--- src/rtl/wb_initiator_seq.sv ---
// Wishbone classic initiator: one valid/ready command becomes one bus cycle and one response.
// Optional ack timeout is enabled by defining WB_INITIATOR_TIMEOUT_EN.
module wb_initiator_seq #(
  parameter int unsigned TIMEOUT_CYCLES = 255,
  parameter int unsigned AW             = 32,
  parameter int unsigned DW             = 32
) (
  input  logic              wb_clk_i,
  input  logic              wb_rst_ni,
  input  logic              cmd_valid_i,
  output logic              cmd_ready_o,
  input  logic              cmd_we_i,
  input  logic [AW-1:0]     cmd_adr_i,
  input  logic [DW-1:0]     cmd_dat_i,
  input  logic [DW/8-1:0]   cmd_sel_i,
  output logic              rsp_valid_o,
  input  logic              rsp_ready_i,
  output logic [DW-1:0]     rsp_dat_o,
  output logic              rsp_err_o,
  output logic              wbm_cyc_o,
  output logic              wbm_stb_o,
  output logic              wbm_we_o,
  output logic [DW/8-1:0]   wbm_sel_o,
  output logic [AW-1:0]     wbm_adr_o,
  output logic [DW-1:0]     wbm_dat_o,
  input  logic              wbm_ack_i,
  input  logic [DW-1:0]     wbm_dat_i
);

  typedef enum logic [1:0] {StIdle, StBus, StResp} state_e;

  state_e            state_q, state_d;
  logic              we_q, we_d;
  logic [AW-1:0]     adr_q, adr_d;
  logic [DW-1:0]     dat_q, dat_d;
  logic [DW/8-1:0]   sel_q, sel_d;
  logic [DW-1:0]     rsp_dat_q, rsp_dat_d;
  logic              rsp_err_q, rsp_err_d;
  logic              timeout;

`ifdef WB_INITIATOR_TIMEOUT_EN
  localparam int unsigned CW = $clog2(TIMEOUT_CYCLES + 1);
  // Last un-acked BUS cycle is the one where the count is about to reach TIMEOUT_CYCLES.
  localparam logic [CW-1:0] CntLast = CW'(TIMEOUT_CYCLES - 1);

  logic [CW-1:0] cnt_q, cnt_d;

  always_comb begin
    cnt_d = cnt_q;
    if (state_q == StIdle) begin
      cnt_d = '0;
    end else if (state_q == StBus && !wbm_ack_i) begin
      cnt_d = cnt_q + 1'b1;
    end
  end

  always_ff @(posedge wb_clk_i or negedge wb_rst_ni) begin
    if (!wb_rst_ni) begin
      cnt_q <= '0;
    end else begin
      cnt_q <= cnt_d;
    end
  end

  assign timeout = (cnt_q == CntLast);
`else
  assign timeout = 1'b0;
`endif

  always_comb begin
    state_d   = state_q;
    we_d      = we_q;
    adr_d     = adr_q;
    dat_d     = dat_q;
    sel_d     = sel_q;
    rsp_dat_d = rsp_dat_q;
    rsp_err_d = rsp_err_q;
    unique case (state_q)
      StIdle: begin
        if (cmd_valid_i) begin
          we_d    = cmd_we_i;
          adr_d   = cmd_adr_i;
          dat_d   = cmd_dat_i;
          sel_d   = cmd_sel_i;
          state_d = StBus;
        end
      end
      StBus: begin
        // Ack takes priority over a coincident timeout.
        if (wbm_ack_i) begin
          rsp_dat_d = we_q ? '0 : wbm_dat_i;
          rsp_err_d = 1'b0;
          state_d   = StResp;
        end else if (timeout) begin
          rsp_dat_d = '0;
          rsp_err_d = 1'b1;
          state_d   = StResp;
        end
      end
      StResp: begin
        if (rsp_ready_i) begin
          state_d = StIdle;
        end
      end
      default: state_d = StIdle;
    endcase
  end

  always_ff @(posedge wb_clk_i or negedge wb_rst_ni) begin
    if (!wb_rst_ni) begin
      state_q   <= StIdle;
      we_q      <= 1'b0;
      adr_q     <= '0;
      dat_q     <= '0;
      sel_q     <= '0;
      rsp_dat_q <= '0;
      rsp_err_q <= 1'b0;
    end else begin
      state_q   <= state_d;
      we_q      <= we_d;
      adr_q     <= adr_d;
      dat_q     <= dat_d;
      sel_q     <= sel_d;
      rsp_dat_q <= rsp_dat_d;
      rsp_err_q <= rsp_err_d;
    end
  end

  // cyc/stb decode straight from state so reset drops them asynchronously.
  assign cmd_ready_o = (state_q == StIdle);
  assign wbm_cyc_o   = (state_q == StBus);
  assign wbm_stb_o   = (state_q == StBus);
  assign rsp_valid_o = (state_q == StResp);
  assign wbm_we_o    = we_q;
  assign wbm_adr_o   = adr_q;
  assign wbm_dat_o   = dat_q;
  assign wbm_sel_o   = sel_q;
  assign rsp_dat_o   = rsp_dat_q;
  assign rsp_err_o   = rsp_err_q;

endmodule

--- config.mk ---
export PLATFORM = sky130hd
export DESIGN_NAME = wb_initiator_seq
export DESIGN_NICKNAME = d
export VERILOG_FILES = /design/src/rtl/wb_initiator_seq.sv
export SDC_FILE = /design/constraint.sdc
export NUM_CORES = 1
export LEC_CHECK = 0
export ABC_CLOCK_PERIOD_IN_PS = 1490
export CORE_ASPECT_RATIO = 0.7
export CORE_MARGIN = 2
export CORE_UTILIZATION = 36
export CTS_CLUSTER_SIZE = 40
export DETAILED_ROUTE_END_ITERATION = 10
export GPL_ROUTABILITY_DRIVEN = 0
export HOLD_SLACK_MARGIN = 0.1
export PLACE_DENSITY = 0.77
export SLEW_MARGIN = 20
export SYNTH_ARGS = -nofsm -noshare
export SYNTH_HDL_FRONTEND = slang
export SYNTH_SLANG_ARGS = --single-unit
--- constraint.sdc ---
create_clock -name wb_clk_i -period 1.49 [get_ports wb_clk_i]
set_input_delay 0.298 -clock wb_clk_i [delete_from_list [all_inputs] [get_ports wb_clk_i]]
set_output_delay 0.298 -clock wb_clk_i [all_outputs]
set_load 0.005 [all_outputs]
==> summary.txt <==
WP data arrival - 1.85 ns
Critical path's slowest cell - dfrtp_2
VDD IR max - 1.057 mV
Commonest non-fill, non-tap cell in the layout - clkdlybuf4s50_1
Total GRT Usage - 0.1747
CTS tree - built
Pwr Total - 13,160 uW
Kind of critical path - flop to flop
WL final - 10,910 um
GRT overflow - 0
Synthesized instance count - 263
Starting Density - 0.3697
Post-synth cell types - 16
Status - complete, but fails checks
Post-DRT Antenna Nets - 0
Unrepaired setup endpoints after global routing - true
Leakage - 0.003346 uW
Mapped Area - 4085 um^2
# diodes - 0
Metal-1 WL - 4547 um
Routed met2 length - 5332 um
DR WL/cell - 16.66 um
PwrDens - 1870 nW/um^2
Failing checks - setup timing
Reg-to-reg critical path startpoint - state_q[0]
Top sig layer - met4
Synthesized flop and latch total - 103
Syn avg cell area - 15.53 um^2
1st-pass router iterations - 4
Syn nets - 369
Post-route clock period utilization - 1.093
Sequential element share of the synthesized area - 0.6309
Slowest stage delay, CP - 0.41 ns
Clock sinks - 103
CTS H-tree lvls - 3
MaxCap Viol Count - 0
Die Ht - 93.13 um
Critical Path End Type - flop
Fin Setup TNS - -7.601 ns
Max Clk Rate - 614.1 MHz
Initial antenna violation count - 0
Min Clock Period, post-route - 1.628 ns
Share of post-route cells with drive strength above 1 - 0.2729
Total CTS buffers - 9
Cell taking the most area after synthesis - dfrtp_1
Dpl cells - 626
Clk Latency, worst-skew pair - 0.34 ns
Yosys warns - 0
Worst endpoint required time - 1.71 ns
Post-Layout Cell Count - 655
Setup WS post-layout - -0.1383 ns
Pin count of the biggest net entering global routing - 51
Yosys top cell area share - 0.6309
Final hold vios - 0
Vias in the first global route - 3,273
Clock Pin Slew Worst Setup and Hold Paths - 0.07 ns
Nets - 603
Violation count after the first detailed-route iteration - 88
Layout area overhead - 72.31%
Setup Skew - 0.004248 ns
Post-DP HPWL - 7657 um
Hold Path Class - primary input to async pin
Cell Rows - 32
DR vias/cell - 4.565
First-pass GRT wire length - 16,860 um
CP Cell Sequence - buf_6 -> nor3b_4 -> buf_4 -> buf_12 -> buf_4 -> mux2_2
Max Transition Viols Final - 0
CTS root buffer - clkbuf_16
Crit-path most repeated cell - buf_4
DRC - 0
CP Max Fanout - 8
Die footprint - 12,230 um^2
Core area - 11,050 um^2
Synth area leaders - dfrtp_1 63%, mux2_2 21%, mux2_1 7.2%
Worst Setup SP - state_q[0]
Clk buf depth - 2
Die width - 131.3 um
Via Count - 2,990
Type of origin of the critical path - flop
Top-level port count - 212
Final-report setup violation count - 69
Met3 wire length - 928 um
Port Buf Inserts - 210
Commonest cells after routing, fill and taps aside - 104 x clkdlybuf4s50_1, 101 x dfrtp_1, 95 x dlygate4sd2_1
[worst paths after layout]
| kind | end | slack [ns] | depth (start not counted) |
|---|---|---|---|
| min in group wb_clk_i | rsp_dat_o[3] | 0.48 | 1 |
| worst max-delay path | wbm_dat_o[14] | -0.14 | 6 |
| worst min register to register | rsp_dat_o[3] | 0.48 | 1 |
| worst max register to register | wbm_dat_o[14] | -0.14 | 6 |
| worst min-delay path | rsp_dat_o[19] | 0.36 | 2 |
| max in group asynchronous | wbm_sel_o[2] | 0.63 | 3 |
[routing by layer]
| layer | global-route usage | up-vias |
|---|---|---|
| met2 | 0.2943 | 121 |
| met1 | 0.2082 | 1493 |
| met3 | 0.07425 | 11 |
| li1 | - | 1365 |
| met5 | 0 | - |
| met4 | 0.04620 | 0 |
[timing repair]
action,CTS,global route
gates cloned,0,3
hold buffers,1,0
setup endpoints to repair,133,90
gates resized for setup,131,33
hold endpoints to repair,103,0
setup buffers,5,4
pin swaps,0,1
[synth_stat cells]
| library cell | n |
|---|---|
| dfrtp_1 | 103 |
| mux2_2 | 75 |
| nor2b_1 | 34 |
| mux2_1 | 26 |
| buf_4 | 7 |
| buf_2 | 5 |
| clkbuf_1 | 3 |
| nand2b_1 | 2 |
| a21o_1 | 1 |
| a21oi_1 | 1 |
| and3b_1 | 1 |
| buf_6 | 1 |
| conb_1 | 1 |
| inv_1 | 1 |
| nor2_1 | 1 |
| nor3b_2 | 1 |
[state kept, by name (all words and copies together) (netlist names)]
signal,cells
wbm_sel_o,4
wbm_we_o,1
wbm_adr_o,32
wbm_dat_o,32
rsp_dat_o,32
state_q,2
[worst max-delay path, delay by kind of cell (launching register included)]
family                 cells  cell delay, ns
buffers and inverters      4            0.56
flip-flops                 1            0.41
multiplexers               1            0.34
AND/OR/NAND/NOR            1            0.20
[area by class of cell]
| type | count | area [um^2] |
|---|---|---|
| Clock buffer | 11 | 232.7 |
| Clock inverter | 5 | 58.81 |
| Fill cell | 891 | 4011 |
| Inverter | 1 | 3.754 |
| Multi-Input combinational cell | 143 | 1585 |
| Sequential cell | 103 | 2580 |
| Tap cell | 153 | 191.4 |
| Timing Repair Buffer | 239 | 2387 |
[where the power goes]
group | switching [uW] | internal [uW]
clock network | 995 | 1300
registers | 681 | 4140
logic | 2100 | 3940
total | 3780 | 9390
[cell families (layout without fill, tap and decap cells)]
family	Yosys count	after routing	synth area share
buf+inv	17	256	0.02542
simple gates	39	39	0.06125
compound gates	2	2	0.003062
flops	103	103	0.6309
mux	101	101	0.2784
other cells	1	1	0.0009180
[metrics by stage]
step	hold WS [ns]	setup slack [ns]	cell area, um^2	utilization
after floorplan	0.002409	0.01553	4085	-
after global placement	0.1547	-0.3276	6515	0.5896
after detailed placement	0.1588	-0.3470	6515	0.5896
after CTS	0.3329	-0.1198	6838	0.6188
after global routing	0.3588	-0.1885	7039	0.6370
final	0.3610	-0.1383	7039	0.6370
Power figures use the tool's default switching activity.
